[config.mk]
export PLATFORM = sky130hd
export DESIGN_NAME = mmio_uart_tx
export DESIGN_NICKNAME = d
export VERILOG_FILES = /design/src/rtl/uart_pkg.sv /design/src/rtl/sync_fifo.sv /design/src/rtl/mmio_uart_tx.sv
export SDC_FILE = /design/constraint.sdc
export NUM_CORES = 1
export LEC_CHECK = 0
export ABC_AREA = 1
export BUFFER_PORTS_ARGS = -buffer_cell sky130_fd_sc_hd__buf_2
export CAP_MARGIN = 20
export CORE_ASPECT_RATIO = 1.25
export CORE_UTILIZATION = 65
export CTS_BUF_LIST = sky130_fd_sc_hd__clkbuf_4 sky130_fd_sc_hd__clkbuf_8
export DETAILED_ROUTE_END_ITERATION = 10
export PLACE_DENSITY = 0.91
export SLEW_MARGIN = 20
export SYNTH_ARGS = -nofsm -noshare
export SYNTH_HDL_FRONTEND = slang
export SYNTH_HIERARCHICAL = 1
export SYNTH_SLANG_ARGS = --single-unit
export TNS_END_PERCENT = 5
[constraint.sdc]
create_clock -name clk -period 9.5 [get_ports clk]
set_clock_uncertainty 0.05 [all_clocks]
set_input_delay 1.9 -clock clk [delete_from_list [all_inputs] [get_ports clk]]
set_output_delay 1.9 -clock clk [all_outputs]
set_load 0.01 [all_outputs]
[src/rtl/uart_pkg.sv]
// uart_pkg: register map, STATUS bit positions and transmitter states for mmio_uart_tx
package uart_pkg;
  localparam logic [1:0] UART_TXDATA = 2'd0;
  localparam logic [1:0] UART_STATUS = 2'd1;
  localparam logic [1:0] UART_DIVISOR = 2'd2;
  localparam int ST_FULL = 0;
  localparam int ST_EMPTY = 1;
  localparam int ST_BUSY = 2;
  localparam int ST_OVF = 3;
  localparam int ST_IRQ_EN = 4;
  localparam int ST_COUNT = 8;
  typedef enum logic [1:0] {IDLE, START, DATA, STOP} uart_tx_state_t;
endpackage

[src/rtl/sync_fifo.sv]
// sync_fifo: show-ahead FIFO with occupancy count; pushes when full and pops when empty are ignored
module sync_fifo #(
  parameter int WIDTH = 8,
  parameter int DEPTH = 8
) (
  input  logic                   clk,
  input  logic                   rst,
  input  logic                   push,
  input  logic                   pop,
  input  logic [WIDTH-1:0]       din,
  output logic [WIDTH-1:0]       dout,
  output logic                   full,
  output logic                   empty,
  output logic [$clog2(DEPTH):0] count
);
  localparam int AW = $clog2(DEPTH);
  logic [WIDTH-1:0] mem [DEPTH];
  logic [AW-1:0] wr_ptr, rd_ptr;
  logic do_push, do_pop;
  assign full = count == (AW+1)'(DEPTH);
  assign empty = count == '0;
  assign do_push = push & ~full;
  assign do_pop = pop & ~empty;
  assign dout = mem[rd_ptr];
  always_ff @(posedge clk) begin
    if (!rst) begin
      wr_ptr <= '0;
      rd_ptr <= '0;
      count <= '0;
    end else begin
      if (do_push) wr_ptr <= wr_ptr + AW'(1);
      if (do_pop) rd_ptr <= rd_ptr + AW'(1);
      count <= count + (AW+1)'(do_push) - (AW+1)'(do_pop);
    end
  end
  always_ff @(posedge clk) begin
    if (do_push) mem[wr_ptr] <= din;
  end
endmodule

[src/rtl/mmio_uart_tx.sv]
// mmio_uart_tx: memory-mapped 8N1 UART transmitter with TX FIFO, STATUS and DIVISOR registers
// Define UART_TX_IRQ_EN to build the level interrupt and the writable STATUS irq_en bit.
module mmio_uart_tx import uart_pkg::*; #(
  parameter logic [31:0] BASE_ADDR = 32'h0000_3000,
  parameter int FIFO_DEPTH = 8,
  parameter logic [15:0] DEFAULT_DIVISOR = 16'd1042
) (
  input  logic        clk,
  input  logic        rst,
  input  logic [31:0] core_addr,
  input  logic        core_wr_ena,
  input  logic [31:0] core_wr_data,
  output logic [31:0] core_rd_data,
  output logic        hit,
  output logic        tx,
  output logic        irq
);
  localparam int CW = $clog2(FIFO_DEPTH) + 1;
  uart_tx_state_t state, state_n;
  logic [15:0] divisor, bit_div, timer;
  logic [7:0] shift, fifo_dout;
  logic [2:0] bit_cnt;
  logic [CW-1:0] count;
  logic [31:0] status;
  logic [1:0] sel;
  logic full, empty, busy, overflow, irq_en, win, push, pop, tick, tx_n, st_wr, div_wr, unused;
  assign win = core_addr[31:4] == BASE_ADDR[31:4];
  assign sel = core_addr[3:2];
  assign push = core_wr_ena & win & (sel == UART_TXDATA);
  assign st_wr = core_wr_ena & win & (sel == UART_STATUS);
  assign div_wr = core_wr_ena & win & (sel == UART_DIVISOR);
  assign busy = state != IDLE;
  assign tick = timer == bit_div - 16'd1;
  assign unused = ^{core_addr[1:0], core_wr_data[31:16]};
  sync_fifo #(.WIDTH(8), .DEPTH(FIFO_DEPTH)) u_fifo (
    .clk(clk),
    .rst(rst),
    .push(push),
    .pop(pop),
    .din(core_wr_data[7:0]),
    .dout(fifo_dout),
    .full(full),
    .empty(empty),
    .count(count)
  );
  always_ff @(posedge clk) begin
    if (!rst) state <= IDLE;
    else state <= state_n;
  end
  always_comb begin
    state_n = state;
    pop = 1'b0;
    tx_n = 1'b1;
    case (state)
      IDLE: begin
        pop = ~empty;
        state_n = empty ? IDLE : START;
      end
      START: begin
        tx_n = 1'b0;
        state_n = tick ? DATA : START;
      end
      DATA: begin
        tx_n = shift[0];
        state_n = (tick && bit_cnt == 3'd7) ? STOP : DATA;
      end
      STOP: begin
        pop = tick & ~empty;
        state_n = tick ? (empty ? IDLE : START) : STOP;
      end
      default: state_n = IDLE;
    endcase
  end
  // tx is registered from the current state, so each level appears one edge after the state enters it
  always_ff @(posedge clk) begin
    if (!rst) begin
      tx <= 1'b1;
      timer <= '0;
      bit_cnt <= '0;
      shift <= '0;
      bit_div <= DEFAULT_DIVISOR;
    end else begin
      tx <= tx_n;
      if (pop) begin
        shift <= fifo_dout;
        bit_div <= divisor;
        timer <= '0;
        bit_cnt <= '0;
      end else if (busy) begin
        timer <= tick ? '0 : timer + 16'd1;
        if (tick && state == DATA) begin
          shift <= shift >> 1;
          bit_cnt <= bit_cnt + 3'd1;
        end
      end
    end
  end
  always_comb begin
    status = '0;
    status[ST_FULL] = full;
    status[ST_EMPTY] = empty;
    status[ST_BUSY] = busy;
    status[ST_OVF] = overflow;
    status[ST_IRQ_EN] = irq_en;
    status[ST_COUNT +: 8] = 8'(count);
  end
  always_ff @(posedge clk) begin
    if (!rst) begin
      hit <= 1'b0;
      core_rd_data <= '0;
      overflow <= 1'b0;
      divisor <= DEFAULT_DIVISOR;
    end else begin
      hit <= win;
      core_rd_data <= !win ? '0 : sel == UART_STATUS ? status : sel == UART_DIVISOR ? {16'h0, divisor} : '0;
      if (push & full) overflow <= 1'b1;
      else if (st_wr & core_wr_data[ST_OVF]) overflow <= 1'b0;
      if (div_wr) divisor <= core_wr_data[15:0] == 16'h0 ? 16'h1 : core_wr_data[15:0];
    end
  end
`ifdef UART_TX_IRQ_EN
  always_ff @(posedge clk) begin
    if (!rst) begin
      irq_en <= 1'b0;
      irq <= 1'b0;
    end else begin
      if (st_wr) irq_en <= core_wr_data[ST_IRQ_EN];
      irq <= irq_en & (empty & ~busy | overflow);
    end
  end
`else
  assign irq_en = 1'b0;
  assign irq = 1'b0;
`endif
endmodule

==> reports/metrics.yaml, run 1 <==
run_status: "finished, final reports clean"
pre_cts_slack_ps: 4330
min_path_type: "reg -> reg"
critical_path_class: "in -> reg"
async_set_or_reset_register_ratio_after_synthesis_pct: 0
pin_count_of_the_biggest_net_entering_global_routing: 37
finish.instance_area_um2: 8561
clock_tree.buffer_depth: 2
leak_pwr_nw: 3.936
critical_path.top_delay_family: "simple AND/OR/NAND/NOR gates"
critPathRequiredTime_ps: 9840
vdd.ir_drop.worst_mv: 0.1702
yosys.area_share.adder_pct: 2.609
antenna_violating_nets_post_route: 0
cts-resized-gates: 0
yosys_warnings: 6
post_synthesis_instance_total: 1024
path_cells: "buf_2 > nor4_1 > nor3b_1 > nor3b_1 > nand2_1 > nor3_1 > a21boi_2 > inv_1 > nand2_2 > nand2_1 > ha_1 > inv_1 > fa_1 > nor2_1"
worst_path_arrival_time_ps: 5100
core.rowCount: 44
detailroute.via_count: 6570
groute.usage.overall_pct: 28.38
finalSetupViolCount: 0
clk_latency_ps: 450
number_of_cells_in_the_design_after_placement: 1219
share_of_the_synthesized_area_in_compound_gates_ao_oa_aoi_oai_pct: 4.793
post_drt_via_cell_ratio: 5.252
globalRouteOverflowTotal: 0
design.final.nets: 1160
synth_cell_types: 43
power_per_cell_area_nw_per_um2: 226.3
floorplan.core_area_um2: 11780
grt_antenna_before_repair: 0
crit_path_max_incr_delay_ps: 650
globalplace.congestion: 0.8949
sequential_element_share_of_the_synthesized_area_pct: 47.52
die_width_um: 101.0
post-cts-setup-buffer-count: 0
clock_tree.htree_level_count: 4
die_height_um: 125.7
cts_num_sinks: 157
place.detailed.hpwl_um: 12160
worstPathBufferInverterCount: 3
first_global_vias: 6058
end_kind: "register"
synth_enable_flop_cells: 64
grt_first_pass_wirelength_um: 27970
postSynthRegisterBits: 157
post_synth_and_or_nand_nor_area_fraction_pct: 30.76
detailedRoute.firstIterationViolations: 457
synth.avg_cell_area_um2: 7.775
setup.worst_path.start_class: "input port"
drc: 0
synth_ff_type: "sky130_fd_sc_hd__dfxtp_1"
crit_path_top_delay_cell: "sky130_fd_sc_hd__nor3_1"
clock_tree.root_cell: "sky130_fd_sc_hd__clkbuf_8"
final_cell_count_no_fill: 1251
starting_utilization_of_the_core_area_pct: 67.58
crit_path_max_fanout: 5
synthMuxAreaShare_pct: 0
postCtsHoldBufs: 0
combinational_family_with_the_most_area_after_synthesis: "simple AND/OR/NAND/NOR gates"
slew-limit-headroom_pct: 45.07
area_delta_synth_final_pct: 7.528
detail_route.wl_per_cell_um: 13.62
clock.fmax_mhz: 209.9
netlist_area_um2: 7961
timing.final.max_slew_violations: 0
boundaryPins: 102
synthXorXnorAreaFrac_pct: 2.530
total_die_area_um2: 12700
insertedDiodeCount: 0
final_min_period_over_clock_period_pct: 50.16
worst_margin_slew_ps: 817.7
final.min_clock_period_ps: 4765
cts_tree: "yes"
cap_viol_max_count: 0
setup_tns_ps: 0
clkTransAtPathRegs_ps: 90
route.final.wire_length_um: 17040
first_pass_iters: 5
share_of_post_route_cells_with_drive_strength_above_1_pct: 11.47
postLayoutSetupSlackWorst_ps: 4735
timing.final.hold_violations: 0
grt_setup_unrepaired: "false"
post_dp_cell_area_um2: 8215
cts_inserted_buffers: 17
placement.io_buffers: 66
through the flow:
step / hold slack (ps) / total power [mW] / utilization, %
3_3_place_gp: 381.3 / 1.469 / 69.73
4_1_cts: 390.8 / 1.936 / 72.66
3_5_place_dp: 385.9 / 1.495 / 69.73
5_1_grt: 399.4 / 2.068 / 72.66
6_report: 390.5 / 1.937 / 72.66
2_1_floorplan: 368.4 / 1.406 / -
layout by cell type, fill, tap and decap left out, types with 5 or more instances in the layout:
| cell type | n |
|---|---|
| sky130_fd_sc_hd__ha_1 | 15 |
| sky130_fd_sc_hd__nor4_1 | 11 |
| sky130_fd_sc_hd__nand2_4 | 5 |
| sky130_fd_sc_hd__clkbuf_8 | 17 |
| sky130_fd_sc_hd__nand4_1 | 12 |
| sky130_fd_sc_hd__o21ai_0 | 11 |
| sky130_fd_sc_hd__nor3_1 | 15 |
| sky130_fd_sc_hd__nand3_1 | 94 |
| sky130_fd_sc_hd__a21oi_1 | 33 |
| sky130_fd_sc_hd__buf_2 | 66 |
| sky130_fd_sc_hd__o21ai_1 | 12 |
| sky130_fd_sc_hd__inv_1 | 152 |
| sky130_fd_sc_hd__edfxtp_1 | 64 |
| sky130_fd_sc_hd__nor2_1 | 115 |
| sky130_fd_sc_hd__xor2_1 | 18 |
| sky130_fd_sc_hd__nand2_1 | 270 |
| sky130_fd_sc_hd__nor3b_1 | 5 |
| sky130_fd_sc_hd__conb_1 | 17 |
| sky130_fd_sc_hd__dfxtp_1 | 93 |
| sky130_fd_sc_hd__nand3b_1 | 5 |
| sky130_fd_sc_hd__o211ai_1 | 6 |
| sky130_fd_sc_hd__xnor2_1 | 5 |
layout make-up:
class / instances / area (µm²)
Clock buffer: 17 / 234.0
Clock inverter: 15 / 111.4
Fill cell: 896 / 3221
Inverter: 156 / 589.3
Multi-Input combinational cell: 678 / 3303
Sequential cell: 157 / 3784
Tap cell: 161 / 201.4
Timing Repair Buffer: 67 / 337.8
final timing paths:
check,startpoint,to,slack (ps),cells past startpoint
worst max-delay path,core_addr[17],u_fifo/count[1]$_SDFF_PN0_,4740,14
worst min-delay path,divisor[12]$_SDFFE_PN0P_,core_rd_data[12]$_SDFF_PP0_,390,2
worst max register to register,bit_div[0]$_SDFFE_PN0P_,u_fifo/count[2]$_SDFF_PN0_,5520,22
worst min register to register,divisor[12]$_SDFFE_PN0P_,core_rd_data[12]$_SDFF_PP0_,390,2
state kept, by name, summed over array words and instances (netlist names), 2 cells and up, named ones only:
name / cells
u_fifo/mem: 64
bit_div: 16
core_rd_data: 16
divisor: 16
timer: 16
shift: 8
u_fifo/count: 4
bit_cnt: 3
u_fifo/rd_ptr: 3
u_fifo/wr_ptr: 3
state: 2
routing by layer:
| metal | global-route usage [%] | vias up | wire length [µm] |
|---|---|---|---|
| li1 | - | 3321 | - |
| met1 | 33.17 | 2985 | 6777 |
| met2 | 50.04 | 213 | 8881 |
| met3 | 5.161 | 51 | 832 |
| met4 | 13.13 | 0 | 550 |
| met5 | 0 | - | 0 |
cell families after synthesis:
family	after synthesis
xor+xnor	23
simple gates	554
other cells	1
compound gates	68
fa+ha+maj	16
buf+inv	205
flops	157
worst register-to-register path: cells and delay by family, from the launching register on:
family                     cells  cell delay (ps)
DFF                            1              340
adders and majority gates      3              840
and+or+nand+nor               13             1610
xor gates and xnor gates       1              150
AOI/OAI and AO/OA              2              380
buffers and inverters          3              520
Yosys cell counts (2+ instances only):
library cell,instances,share of area (%)
sky130_fd_sc_hd__nand2_1,270,13
sky130_fd_sc_hd__inv_1,151,7.1
sky130_fd_sc_hd__nor2_1,115,5.4
sky130_fd_sc_hd__nand3_1,94,5.9
sky130_fd_sc_hd__dfxtp_1,93,23
sky130_fd_sc_hd__edfxtp_1,64,24
sky130_fd_sc_hd__a21oi_1,33,2.1
sky130_fd_sc_hd__buf_4,20,1.9
sky130_fd_sc_hd__xor2_1,18,2.0
sky130_fd_sc_hd__ha_1,15,2.4
sky130_fd_sc_hd__nor3_1,15,0.94
sky130_fd_sc_hd__nand4_1,12,0.94
sky130_fd_sc_hd__o21ai_1,12,0.75
sky130_fd_sc_hd__nor4_1,11,0.86
sky130_fd_sc_hd__o21ai_0,11,0.69
sky130_fd_sc_hd__buf_6,10,1.4
sky130_fd_sc_hd__clkbuf_1,10,0.47
sky130_fd_sc_hd__buf_2,8,0.50
sky130_fd_sc_hd__o211ai_1,6,0.57
sky130_fd_sc_hd__nand2_4,5,0.71
sky130_fd_sc_hd__nand3b_1,5,0.47
sky130_fd_sc_hd__nor3b_1,5,0.47
sky130_fd_sc_hd__xnor2_1,5,0.55
sky130_fd_sc_hd__nand2_2,4,0.31
sky130_fd_sc_hd__nor2_2,4,0.31
sky130_fd_sc_hd__nor2_4,4,0.57
sky130_fd_sc_hd__and2_1,3,0.24
sky130_fd_sc_hd__or2_2,3,0.24
sky130_fd_sc_hd__clkinv_1,2,0.094
sky130_fd_sc_hd__nand3_4,2,0.44
sky130_fd_sc_hd__o22ai_1,2,0.16
report_power, final:
group	switching, mW	total (mW)	internal (mW)
sequential	0.0593	0.812	0.753
clock	0.257	0.442	0.184
combinational	0.459	0.683	0.224
total	0.776	1.94	1.16
No activity file was read; power rests on OpenSTA's default activity.
==> run 2: changes to the inputs <==
--- a/config.mk
+++ b/config.mk
@@ -9,10 +9,10 @@
 export BUFFER_PORTS_ARGS = -buffer_cell sky130_fd_sc_hd__buf_2
 export CAP_MARGIN = 20
 export CORE_ASPECT_RATIO = 1.25
-export CORE_UTILIZATION = 65
+export CORE_UTILIZATION = 54
 export CTS_BUF_LIST = sky130_fd_sc_hd__clkbuf_4 sky130_fd_sc_hd__clkbuf_8
 export DETAILED_ROUTE_END_ITERATION = 10
-export PLACE_DENSITY = 0.91
+export PLACE_DENSITY = 0.81
 export SLEW_MARGIN = 20
 export SYNTH_ARGS = -nofsm -noshare
 export SYNTH_HDL_FRONTEND = slang
==> constraint.sdc (replaced) <==
create_clock -name clk -period 4.05 [get_ports clk]
set_clock_uncertainty 0.05 [all_clocks]
set_input_delay 0.81 -clock clk [delete_from_list [all_inputs] [get_ports clk]]
set_output_delay 0.81 -clock clk [all_outputs]
set_load 0.01 [all_outputs]
==> run 2 against run 1 <==
Against the previous run: count of clock-buffer cells in the layout is 1 higher; design area is 1.4% higher; critical path type is now reg -> reg; core utilization is 12 points lower.
==> reports/metrics.yaml, run 2 (synthesis gave the netlist of run 1 again) <==
run_status: "finished, final reports clean"
postCtsHoldBufs: 0
leak_pwr_nw: 3.977
crit_path_max_incr_delay_ps: 400
post_dp_cell_area_um2: 8304
highest-signal-layer: "met4"
area_delta_synth_final_pct: 9.005
path_cells: "inv_1 > ha_1 > nand2_1 > nor2_1 > nand2_1 > nand2_1 > nand2_1 > a21oi_1 > nand2_1 > nor2_1 > nand3_1 > nand2_4 > nand2_4 > clkinv_2 > a21boi_4 > nand2_2 > nand2_1 > ha_1 > inv_1 > fa_1 > xor2_1 > nor2_1"
clock.fmax_mhz: 291.3
mostFrequentLayoutCell: "sky130_fd_sc_hd__nand2_1"
total_die_area_um2: 15240
post_layout_total_power_mw: 4.620
die_width_um: 110.6
met2_wirelength_um: 8320
slew-limit-headroom_pct: 53.51
final_cell_count_no_fill: 1277
first_pass_iters: 5
clk_latency_ps: 450
end_kind: "register"
clock_tree.htree_level_count: 4
globalRouteOverflowTotal: 0
die_height_um: 137.8
worstPathBufferInverterCount: 3
grt_first_pass_wirelength_um: 26740
grt_antenna_before_repair: 0
pin_count_of_the_biggest_net_entering_global_routing: 36
cap_viol_max_count: 0
insertedDiodeCount: 0
power_frac_seq_pct: 41.5
detailedRoute.firstIterationViolations: 418
net-switching-power_mw: 1.802
multi_input_gate_area_um2: 3303
cts_tree: "yes"
boundaryPins: 102
timing.final.hold_violations: 0
vdd.ir_drop.worst_mv: 0.4300
starting_utilization_of_the_core_area_pct: 55.26
grt_setup_unrepaired: "false"
finish.instance_area_um2: 8678
final.min_clock_period_ps: 3433
critical_path_class: "reg -> reg"
postLayoutSetupSlackWorst_ps: 617.3
power.share.switching_pct: 39.01
drc: 0
first_global_vias: 5809
most-common-layout-cells: "sky130_fd_sc_hd__nand2_1, sky130_fd_sc_hd__inv_1, sky130_fd_sc_hd__nor2_1"
power_per_cell_area_nw_per_um2: 532.3
register_ranked_first_by_flip_flop_count: "u_fifo/mem"
detailroute.via_count: 6413
detail_route.wl_per_cell_um: 12.82
critical_path.top_delay_family: "simple AND/OR/NAND/NOR gates"
groute.usage.overall_pct: 22.17
cts_inserted_buffers: 17
cp_common_cell: "sky130_fd_sc_hd__nand2_1"
post-cts-setup-buffer-count: 0
crit_path_max_fanout: 8
worst_path_arrival_time_ps: 3730
finalSetupViolCount: 0
clock_tree.root_cell: "sky130_fd_sc_hd__clkbuf_8"
route.final.wire_length_um: 16370
largest_register_ff_count: 64
critPathRequiredTime_ps: 4350
layout.area.seq_um2: 3784
detail_route.wirelength.met1_um: 6966
floorplan.core_area_um2: 14410
pre_cts_slack_ps: 607.5
setup_tns_ps: 0
crit_path_top_delay_cell: "sky130_fd_sc_hd__fa_1"
globalplace.congestion: 0.8673
design.final.nets: 1169
routed-wl-met3_um: 621
clock_tree.buffer_depth: 2
fill_cells: 1270
worst_margin_slew_ps: 694.8
setup.worst_path.start_class: "register"
p_int_mw: 2.818
number_of_cells_in_the_design_after_placement: 1245
final_min_period_over_clock_period_pct: 84.76
min_path_type: "reg -> reg"
clkTransAtPathRegs_ps: 90
p_comb_share_pct: 34.5
cts-resized-gates: 0
core.rowCount: 49
placement.io_buffers: 66
cts_num_sinks: 157
share_of_post_route_cells_with_drive_strength_above_1_pct: 12.19
antenna_violating_nets_post_route: 0
pwr-share-clk_pct: 24.0
post_drt_via_cell_ratio: 5.022
timing.final.max_slew_violations: 0
place.detailed.hpwl_um: 11800
-- run 2: worst register-to-register path: stages, from the launching register on --
cell	delay (ps)
sky130_fd_sc_hd__dfxtp_1	330
sky130_fd_sc_hd__inv_1	120
sky130_fd_sc_hd__ha_1	270
sky130_fd_sc_hd__nand2_1	80
sky130_fd_sc_hd__nor2_1	280
sky130_fd_sc_hd__nand2_1	130
sky130_fd_sc_hd__nand2_1	90
sky130_fd_sc_hd__nand2_1	50
sky130_fd_sc_hd__a21oi_1	120
sky130_fd_sc_hd__nand2_1	70
sky130_fd_sc_hd__nor2_1	160
sky130_fd_sc_hd__nand3_1	150
sky130_fd_sc_hd__nand2_4	140
sky130_fd_sc_hd__nand2_4	60
sky130_fd_sc_hd__clkinv_2	80
sky130_fd_sc_hd__a21boi_4	210
sky130_fd_sc_hd__nand2_2	90
sky130_fd_sc_hd__nand2_1	60
sky130_fd_sc_hd__ha_1	150
sky130_fd_sc_hd__inv_1	60
sky130_fd_sc_hd__fa_1	400
sky130_fd_sc_hd__xor2_1	140
sky130_fd_sc_hd__nor2_1	50
-- run 2: through the flow --
stage / hold slack, ps / utilization, %
2_1_floorplan: 368.4 / -
5_1_grt: 406.4 / 60.23
3_5_place_dp: 381.1 / 57.64
6_report: 400.5 / 60.23
3_3_place_gp: 382.7 / 57.64
4_1_cts: 394.0 / 60.23
-- run 2: final timing paths --
path,startpoint,end,slack [ps],cells after the start
max,bit_div[0]$_SDFFE_PN0P_,u_fifo/count[2]$_SDFF_PN0_,620,22
min,divisor[5]$_SDFFE_PN0P_,core_rd_data[5]$_SDFF_PP0_,400,2
max reg2reg,bit_div[0]$_SDFFE_PN0P_,u_fifo/count[2]$_SDFF_PN0_,620,22
min reg2reg,divisor[5]$_SDFFE_PN0P_,core_rd_data[5]$_SDFF_PP0_,400,2
-- run 2: final cells by class --
cell class                 count  share of cell area (%)
clock buffer                  18                   2.783
clock inverter                14                   1.528
inverter                     156                   6.791
multi-input combinational    678                   38.06
sequential                   157                   43.60
tap                          178                   2.566
timing repair buffer          76                   4.671
-- run 2: routing by layer --
metal	up-vias	track usage, %
li1	3331	-
met1	2895	26.33
met3	38	3.740
met2	149	39.06
met5	-	0
met4	0	10.96
-- run 2: power groups by stage --
stage	logic [mW]	clock network, mW	registers (mW)
after detailed placement	1.58	0	1.95
after global routing	1.84	1.19	1.94
after CTS	1.59	1.13	1.92
after global placement	1.55	0	1.95
final	1.59	1.11	1.92
after floorplan	1.42	0	1.88
